$ cat src/rtl/seq_alu.sv
// seq_alu: multi-cycle ALU with a start/busy/done handshake and a registered result.
// Single-pass ops: AND, OR, ADD, SUB, SLT. Iterative ops: MUL (shift-add), SLL and SRL.
// Ports:
//   clk, rst_n       clock, asynchronous active-low reset
//   start, op, a, b  request and operands, sampled only while busy=0
//   busy             an operation is in progress
//   done             one-cycle pulse when out/zero/over update
//   out, zero, over  registered result, zero flag and overflow flag
module seq_alu #(
  parameter int unsigned WIDTH = 32,
  parameter int unsigned SHW   = $clog2(WIDTH)
) (
  input  logic             clk,
  input  logic             rst_n,
  input  logic             start,
  input  logic [2:0]       op,
  input  logic [WIDTH-1:0] a,
  input  logic [WIDTH-1:0] b,
  output logic             busy,
  output logic             done,
  output logic [WIDTH-1:0] out,
  output logic             zero,
  output logic             over
);

  // One extra bit so the counter can hold WIDTH and any shift amount.
  localparam int unsigned CW = SHW + 1;

  localparam logic [2:0] OP_AND = 3'b000;
  localparam logic [2:0] OP_OR  = 3'b001;
  localparam logic [2:0] OP_ADD = 3'b010;
  localparam logic [2:0] OP_MUL = 3'b011;
  localparam logic [2:0] OP_SLL = 3'b100;
  localparam logic [2:0] OP_SRL = 3'b101;
  localparam logic [2:0] OP_SUB = 3'b110;
  localparam logic [2:0] OP_SLT = 3'b111;

  typedef enum logic {IDLE, RUN} state_t;

  state_t               state_q, state_d;
  logic [2:0]           op_q, op_d;
  logic [WIDTH-1:0]     a_q, a_d;
  logic [WIDTH-1:0]     b_q, b_d;
  logic [2*WIDTH-1:0]   acc_q, acc_d;
  logic [CW-1:0]        cnt_q, cnt_d;
  logic                 shnz_q, shnz_d;
  logic                 busy_q, busy_d;
  logic                 done_q, done_d;
  logic [WIDTH-1:0]     out_q, out_d;
  logic                 zero_q, zero_d;
  logic                 over_q, over_d;

  logic                 sub_c;
  logic [WIDTH-1:0]     bx_c;
  logic [WIDTH-1:0]     sum_c;
  logic                 ovf_c;
  logic [WIDTH-1:0]     addend_c;
  logic [WIDTH:0]       mul_add_c;
  logic [2*WIDTH-1:0]   acc_step_c;
  logic [WIDTH-1:0]     shift_c;
  logic [WIDTH-1:0]     result_c;
  logic                 over_c;
  logic [SHW-1:0]       shamt_in;

  assign shamt_in = b[SHW-1:0];

  // Shared adder: SUB and SLT add the inverted b plus one.
  always_comb begin
    sub_c = (op_q == OP_SUB) || (op_q == OP_SLT);
    bx_c  = sub_c ? ~b_q : b_q;
    sum_c = a_q + bx_c + WIDTH'(sub_c);
    ovf_c = (a_q[WIDTH-1] == bx_c[WIDTH-1]) && (sum_c[WIDTH-1] != a_q[WIDTH-1]);
  end

  // One shift-add multiply step: multiplier sits in the low half of acc.
  always_comb begin
    addend_c   = acc_q[0] ? a_q : '0;
    mul_add_c  = {1'b0, acc_q[2*WIDTH-1:WIDTH]} + {1'b0, addend_c};
    acc_step_c = {mul_add_c, acc_q[WIDTH-1:1]};
  end

  // One-bit shift step; a zero shift amount passes a through unchanged.
  always_comb begin
    shift_c = a_q;
    if (shnz_q) begin
      shift_c = (op_q == OP_SLL) ? (a_q << 1) : (a_q >> 1);
    end
  end

  // Final result and overflow, valid on the last RUN step.
  always_comb begin
    result_c = '0;
    over_c   = 1'b0;
    case (op_q)
      OP_AND:         result_c = a_q & b_q;
      OP_OR:          result_c = a_q | b_q;
      OP_ADD, OP_SUB: begin
        result_c = sum_c;
        over_c   = ovf_c;
      end
      OP_SLT:         result_c = WIDTH'(sum_c[WIDTH-1] ^ ovf_c);
      OP_MUL: begin
        result_c = acc_step_c[WIDTH-1:0];
        over_c   = |acc_step_c[2*WIDTH-1:WIDTH];
      end
      OP_SLL, OP_SRL: result_c = shift_c;
      default:        result_c = '0;
    endcase
  end

  // Next-state and datapath updates.
  always_comb begin
    state_d = state_q;
    op_d    = op_q;
    a_d     = a_q;
    b_d     = b_q;
    acc_d   = acc_q;
    cnt_d   = cnt_q;
    shnz_d  = shnz_q;
    busy_d  = busy_q;
    done_d  = 1'b0;
    out_d   = out_q;
    zero_d  = zero_q;
    over_d  = over_q;
    case (state_q)
      IDLE: begin
        busy_d = 1'b0;
        if (start) begin
          op_d    = op;
          a_d     = a;
          b_d     = b;
          acc_d   = {{WIDTH{1'b0}}, b};
          shnz_d  = |shamt_in;
          state_d = RUN;
          busy_d  = 1'b1;
          case (op)
            OP_MUL:         cnt_d = CW'(WIDTH);
            OP_SLL, OP_SRL: cnt_d = (|shamt_in) ? CW'(shamt_in) : CW'(1);
            default:        cnt_d = CW'(1);
          endcase
        end
      end
      RUN: begin
        cnt_d = cnt_q - CW'(1);
        if (op_q == OP_MUL) begin
          acc_d = acc_step_c;
        end
        if ((op_q == OP_SLL) || (op_q == OP_SRL)) begin
          a_d = shift_c;
        end
        if (cnt_q == CW'(1)) begin
          state_d = IDLE;
          busy_d  = 1'b0;
          done_d  = 1'b1;
          out_d   = result_c;
          zero_d  = (result_c == '0);
          over_d  = over_c;
        end
      end
      default: state_d = IDLE;
    endcase
  end

  // State and datapath registers.
  always_ff @(posedge clk or negedge rst_n) begin
    if (!rst_n) begin
      state_q <= IDLE;
      op_q    <= '0;
      a_q     <= '0;
      b_q     <= '0;
      acc_q   <= '0;
      cnt_q   <= '0;
      shnz_q  <= 1'b0;
      busy_q  <= 1'b0;
      done_q  <= 1'b0;
      out_q   <= '0;
      zero_q  <= 1'b0;
      over_q  <= 1'b0;
    end else begin
      state_q <= state_d;
      op_q    <= op_d;
      a_q     <= a_d;
      b_q     <= b_d;
      acc_q   <= acc_d;
      cnt_q   <= cnt_d;
      shnz_q  <= shnz_d;
      busy_q  <= busy_d;
      done_q  <= done_d;
      out_q   <= out_d;
      zero_q  <= zero_d;
      over_q  <= over_d;
    end
  end

  assign busy = busy_q;
  assign done = done_q;
  assign out  = out_q;
  assign zero = zero_q;
  assign over = over_q;

endmodule
$ cat config.mk
export PLATFORM = sky130hd
export DESIGN_NAME = seq_alu
export DESIGN_NICKNAME = d
export VERILOG_FILES = /design/src/rtl/seq_alu.sv
export SDC_FILE = /design/constraint.sdc
export NUM_CORES = 1
export LEC_CHECK = 0
export CAP_MARGIN = 40
export CORE_MARGIN = 2
export CORE_UTILIZATION = 45
export CTS_BUF_LIST = sky130_fd_sc_hd__clkbuf_2 sky130_fd_sc_hd__clkbuf_4 sky130_fd_sc_hd__clkbuf_8
export DETAILED_ROUTE_END_ITERATION = 6
export PLACE_DENSITY_LB_ADDON = 0.15
export SYNTH_ARGS = -nofsm -noshare
export SYNTH_HDL_FRONTEND = slang
export SYNTH_SLANG_ARGS = --single-unit
$ cat constraint.sdc
create_clock -name clk -period 4.2 [get_ports clk]
set_clock_uncertainty 0.1 [all_clocks]
set_input_delay 0.63 -clock clk [delete_from_list [all_inputs] [get_ports clk]]
set_output_delay 0.63 -clock clk [all_outputs]
set_load 0.02 [all_outputs]
==> results of run 1 <==
how the worst max path moves through the flow:
stage | slack [ns] | end | startpoint | cells after the start
CTS | 0.05 | over | acc_q[0] | 14
detailed placement | 0.03 | over | acc_q[0] | 16
finish | 0.19 | zero | op_q[2] | 13
global route | 0.03 | over | acc_q[0] | 14
global placement | 0.05 | over | acc_q[0] | 15
floorplan | 0.006 | zero | op_q[2] | 19
cell usage in the layout (no fill, tap or decap), types with 8 or more instances in the layout:
master,n
nand2_1,305
nor2_1,105
o211ai_1,10
o21ai_0,145
xor2_1,20
a22oi_1,8
a21o_1,21
xnor2_1,63
buf_4,84
a31oi_1,19
o22ai_1,13
nor3_1,30
ha_1,67
nand4_1,17
o21bai_1,10
nor2b_1,16
mux2i_1,59
nand3_1,53
dfrtp_1,171
inv_1,26
nand2b_1,14
and2_1,38
a211oi_1,25
nor4_1,8
and3_1,18
o21a_1,9
a311oi_1,8
clkbuf_8,18
a221oi_1,21
a21oi_1,146
o21ai_1,8
clkdlybuf4s50_1,104
a221o_1,25
repair_timing:
item                       in CTS  in global routing
hold buffers                    0                  0
gates cloned                    0                  1
pin swaps                       0                  1
resized for setup               1                 17
setup endpoints to repair       1                  3
final cells by class:
type / instances / area [sq um]
inverters: 27 / 101.3
multi-input cells: 1403 / 8827
clock inverters: 13 / 153.9
fillers: 2899 / 13820
flip-flops and latches: 175 / 4384
clock buffers: 19 / 255.2
repair buffers: 193 / 1768
well taps: 390 / 488.0
state kept, by name (all words and copies together) (netlist names):
register	flops
a_q	32
acc_q	64
b_q	32
busy	1
cnt_q	6
done	1
op_q	3
out	32
over	1
shnz_q	1
state_q	1
zero	1
worst max-delay path, cell delays in order, from the launching register on:
cell      delay, ns
dfrtp_1        0.42
buf_4          0.31
nor3b_4        0.23
buf_4          0.24
buf_4          0.30
mux2i_1        0.32
a311oi_1       0.14
o221ai_1       0.47
o211ai_1       0.15
nand2b_1       0.20
a211oi_1       0.35
nand4_1        0.13
or4_1          0.43
o21ai_1        0.12
routing by layer:
metal | track usage, % | vias to the layer above
li1 | - | 6439
met2 | 49.47 | 469
met1 | 43.84 | 6602
met5 | 0 | -
met4 | 11.55 | 0
met3 | 4.945 | 85
metrics by stage:
step	hold slack, ns	std cells	utilization [%]
6_report	0.06515	2220	53.62
5_1_grt	0.1305	2220	53.62
4_1_cts	0.06194	2219	53.31
3_5_place_dp	0.3661	2187	51.93
3_3_place_gp	0.3591	2186	51.91
2_1_floorplan	0.2344	1726	-
cells by family (layout without fill, tap and decap cells):
kind of cell / after synthesis / count (layout)
AO/OA/AOI/OAI: 539 / 539
buffers and inverters: 148 / 252
adder cells (fa/ha/maj): 72 / 72
flip-flops: 175 / 175
XOR/XNOR: 83 / 83
multiplexers: 61 / 61
AND/OR/NAND/NOR: 648 / 648
power by group through the flow:
stage          Combinational [mW]  Clock (mW)  Sequential (mW)
2_1_floorplan                6.89           0             3.14
6_report                     10.4        1.27             3.41
5_1_grt                      11.4        1.36             3.51
4_1_cts                      10.1        1.30             3.38
3_5_place_dp                 10.1           0             3.41
3_3_place_gp                 10.1           0             3.39
==> impl_metrics.json, run 1 <==
{
  "synth_largest_area_cell": "dfrtp_1",
  "cp.arrival_ns": 4.36,
  "die_h_um": 178.4,
  "synthAdderAreaFrac_pct": 6.661,
  "drc": 0,
  "startpoint_type": "flip-flop",
  "via_count": 13595,
  "drtIter0Drc": 1258,
  "drt-met1-wl_um": 22500,
  "power_switching_mw": 7.908,
  "dpl_worst_slack_ns": 0.03245,
  "combPwrFrac_pct": 69.0,
  "place_area_sq_um": 15470,
  "layout-drive-gt1-share_pct": 8.798,
  "wl_per_cell_um": 22.46,
  "finalHoldViolCount": 0,
  "max-cap-violations": 0,
  "synth_common_cells": "306 x nand2_1, 175 x dfrtp_1, 148 x a21oi_1, 146 x o21ai_0, 107 x nor2_1",
  "seqPwrFrac_pct": 22.6,
  "setup_ws_ns": 0.1943,
  "cts-root-buf": "clkbuf_8",
  "gr-total-overflow": 0,
  "r2r-start": "op_q[2]",
  "clock_latency_ns": 0.53,
  "p_int_mw": 7.177,
  "fin_area_sq_um": 15980,
  "core_area_sq_um": 29800,
  "critPathKind": "flip-flop to flip-flop",
  "end_kind": "flip-flop",
  "hp-class": "primary input to async pin",
  "netlist_area_sq_um": 13690,
  "path_clk_slew_ns": 0.12,
  "period_share_pct": 95.37,
  "worstPathRequired_ns": 4.55,
  "vias_per_cell": 6.124,
  "wl_met3_um": 3058,
  "synth_edf_count": 0,
  "syn_inst": 1726,
  "wl_met2_um": 22650,
  "vdd_drop_max_uv": 340.1,
  "p_sw_share_pct": 52.42,
  "fin_crit_ns": 4.006,
  "clkSinkCount": 175,
  "ys_seq_elements": 175,
  "synthArstFlopShare_pct": 100.0,
  "regToRegSetupSlack_ns": 0.19,
  "powerDensity_nw_per_um2": 944.1,
  "track_usage_pct": 31.53,
  "setup_tns_ns": 0,
  "worst_slew_pin_slew_ns": 0.8693,
  "rsz0062_at_grt": "false",
  "r2r-end": "zero",
  "relSlewSlack_pct": 42.05,
  "post-cts-setup-buffers": 0,
  "syn_avg_cell_area_sq_um": 7.933,
  "clockPowerShare_pct": 8.4,
  "synthSimpleGateAreaFrac_pct": 21.78,
  "ys_top_cells_by_area": "dfrtp_1 32%, nand2_1 8.4%, ha_1 6.2%",
  "synth_warnings": 0,
  "grt_max_degree": 83,
  "cts_tree": "done",
  "initial_core_util_pct": 45.96,
  "syn-num-nets": 1866,
  "io_buffers": 105,
  "numCtsBuffers": 17,
  "fp.dieArea_sq_um": 31840,
  "p_total_mw": 15.09,
  "area_delta_synth_final_pct": 16.68,
  "max_freq_mhz": 249.6,
  "muxShareOfSynthArea_pct": 4.477,
  "antenna_cells": 0,
  "reg2reg_depth": 13,
  "antenna_found_initial": 0,
  "crit_fanout": 25,
  "yosysMostFrequentCell": "nand2_1",
  "dp_hpwl_um": 38180,
  "final_nets": 1957,
  "cts_buffer_depth": 2,
  "finalWirelength_um": 49870,
  "drv_slew": 0,
  "grt_pass1_vias": 12797,
  "status": "finished, final reports clean",
  "p_leak_nw": 7.170,
  "cts_max_level": 4,
  "ios": 106,
  "synth_cell_types": 84,
  "final_antenna_net_count": 0,
  "synth_top_family_by_area": "compound AO/OA/AOI/OAI gates",
  "ys.flop_type": "dfrtp_1",
  "synth_xor_area_share_pct": 5.309,
  "dr.pass1.iters": 7,
  "gp_congestion": 0.9836,
  "die_w_um": 178.4,
  "num_rows": 63,
  "yosys.area.top_type_share_pct": 31.98,
  "synth-compound-area-share_pct": 25.51,
  "setup_viol": 0,
  "highest_layer": "met4",
  "grt_pass1_wl_um": 75940,
  "ys_seq_area_share_pct": 31.98
}
Power figures use the tool's default switching activity.
==> run 2, diff against run 1 <==
clock period = 4.3 ns   (was 4.2 ns; I/O delays follow)
==> run 2 against run 1 <==
  * Clock-buffer cell count grew 2
  * Die area did not move
  * Via count is 2.2% lower
  * Critical path type unchanged
  * Design area down 1.3%
  * Non-clock buffer count decreased by 24
  * Clock power about the same
==> impl_metrics.json, run 2 (synthesis gave the netlist of run 1 again) <==
{
  "p_leak_nw": 7.066,
  "regToRegSetupSlack_ns": 0.24,
  "die_h_um": 178.4,
  "final_antenna_net_count": 0,
  "drv_slew": 0,
  "dp_hpwl_um": 36640,
  "dr.pass1.iters": 5,
  "worst_path_most_repeated_cell": "a21oi_1",
  "max-cap-violations": 0,
  "path_cells": "buf_12 -> and3b_1 -> a21oi_1 -> fa_1 -> nor2b_4 -> o31a_1 -> o31ai_4 -> mux2i_1 -> a21oi_1 -> nand3_1 -> nor4_1 -> nand4b_1 -> or4_1 -> o21ai_1",
  "relSlewSlack_pct": 43.45,
  "critPathLaunch": "op_q[1]",
  "wl_per_cell_um": 21.73,
  "gp_congestion": 0.9822,
  "worst_slew_pin_slew_ns": 0.8482,
  "finalWirelength_um": 47700,
  "slowest_stage": "or4_1",
  "die_w_um": 178.4,
  "reg2reg_depth": 14,
  "fin_crit_ns": 4.057,
  "vias_per_cell": 6.055,
  "top_register": "acc_q",
  "cts-root-buf": "clkbuf_8",
  "final_nets": 1933,
  "cts_max_level": 4,
  "hp-class": "flip-flop to flip-flop",
  "layout-drive-gt1-share_pct": 6.870,
  "cp.arrival_ns": 4.40,
  "via_count": 13290,
  "largest_reg_flops": 64,
  "track_usage_pct": 30.43,
  "post-cts-setup-buffers": 0,
  "fp.dieArea_sq_um": 31840,
  "powerDensity_nw_per_um2": 905.9,
  "final_cell_mix": "306 x nand2_1, 171 x dfrtp_1, 148 x a21oi_1",
  "ios": 106,
  "num_rows": 63,
  "status": "finished, final reports clean",
  "critPathKind": "flip-flop to flip-flop",
  "drc": 0,
  "rsz0062_at_grt": "false",
  "end_kind": "flip-flop",
  "area_delta_synth_final_pct": 15.19,
  "startpoint_type": "flip-flop",
  "cts_tree": "done",
  "finalHoldViolCount": 0,
  "clkSinkCount": 175,
  "core_area_sq_um": 29800,
  "cts_buffer_depth": 2,
  "initial_core_util_pct": 45.96,
  "max_freq_mhz": 246.5,
  "grt_pass1_wl_um": 73830,
  "r2r-end": "zero",
  "path_clk_slew_ns": 0.09,
  "drtIter0Drc": 1413,
  "clock_latency_ns": 0.53,
  "setup_ws_ns": 0.2431,
  "io_buffers": 105,
  "antenna_found_initial": 0,
  "antenna_cells": 0,
  "p_total_mw": 14.29,
  "grt_pass1_vias": 12733,
  "setup_viol": 0,
  "r2r-start": "op_q[1]",
  "dpl_worst_slack_ns": 0.2599,
  "numCtsBuffers": 17,
  "critPathCapture": "zero",
  "cp_slowest_stage_delay_ns": 0.52,
  "gr-total-overflow": 0,
  "setup_tns_ns": 0,
  "worstPathRequired_ns": 4.64,
  "grt_max_degree": 78,
  "period_share_pct": 94.35,
  "crit_fanout": 66,
  "vdd_drop_max_uv": 308.3,
  "final_common_cell": "nand2_1"
}
-- run 2: stage by stage --
stage / cell area (sq um) / utilization [%] / hold WS [ns] / std cells
after global routing: 15770 / 52.94 / 0.4088 / 2195
after global placement: 15270 / 51.25 / 0.3602 / 2160
after CTS: 15760 / 52.88 / 0.3862 / 2195
final: 15770 / 52.94 / 0.3810 / 2195
after floorplan: 13700 / - / 0.2494 / 1726
after detailed placement: 15330 / 51.44 / 0.3634 / 2163
-- run 2: metal layers --
metal | vias to the layer above | GRT usage, % | part of all wire, %
li1 | 6396 | - | -
met1 | 6398 | 42.00 | 45
met2 | 441 | 48.86 | 46
met3 | 55 | 4.987 | 6.1
met4 | 0 | 9.316 | 2.6
met5 | - | 0 | 0
-- run 2: worst min-delay path by stage --
stage / from / end / slack [ns] / depth (start not counted)
CTS: out[21] / out[21] / 0.39 / 2
global route: out[21] / out[21] / 0.41 / 2
global placement: out[21] / out[21] / 0.36 / 2
finish: out[21] / out[21] / 0.38 / 2
detailed placement: out[21] / out[21] / 0.36 / 2
floorplan: rst_n / a_q[0] / 0.25 / 0
-- run 2: critical path, delay by kind of cell, from the launching register on --
family	cells	cell delay [ns]
AOI/OAI and AO/OA	5	1.20
buffers and inverters	1	0.21
adders and majority gates	1	0.29
muxes	1	0.13
DFF	1	0.43
and+or+nand+nor	6	1.61
-- run 2: final cells by class --
type / instances / area, sq um
fill: 2908 / 14020
multi-input combinational: 1403 / 8775
sequential: 175 / 4384
timing repair buffer: 169 / 1605
tap: 390 / 488.0
clock buffer: 21 / 282.8
clock inverter: 10 / 136.4
inverter: 27 / 101.3
-- run 2: repair_timing --
action                                  in CTS  in global routing
hold buffers                                 1                  0
endpoints found under the setup margin       0                  2
resized for setup                            0                  3
endpoints found under the hold margin       23                  0
-- run 2: where the power goes --
part | switching (mW) | internal (mW) | leakage [nW]
clock network | 0.656 | 0.621 | 0.207
logic | 5.79 | 3.87 | 4.62
registers | 0.997 | 2.35 | 2.24
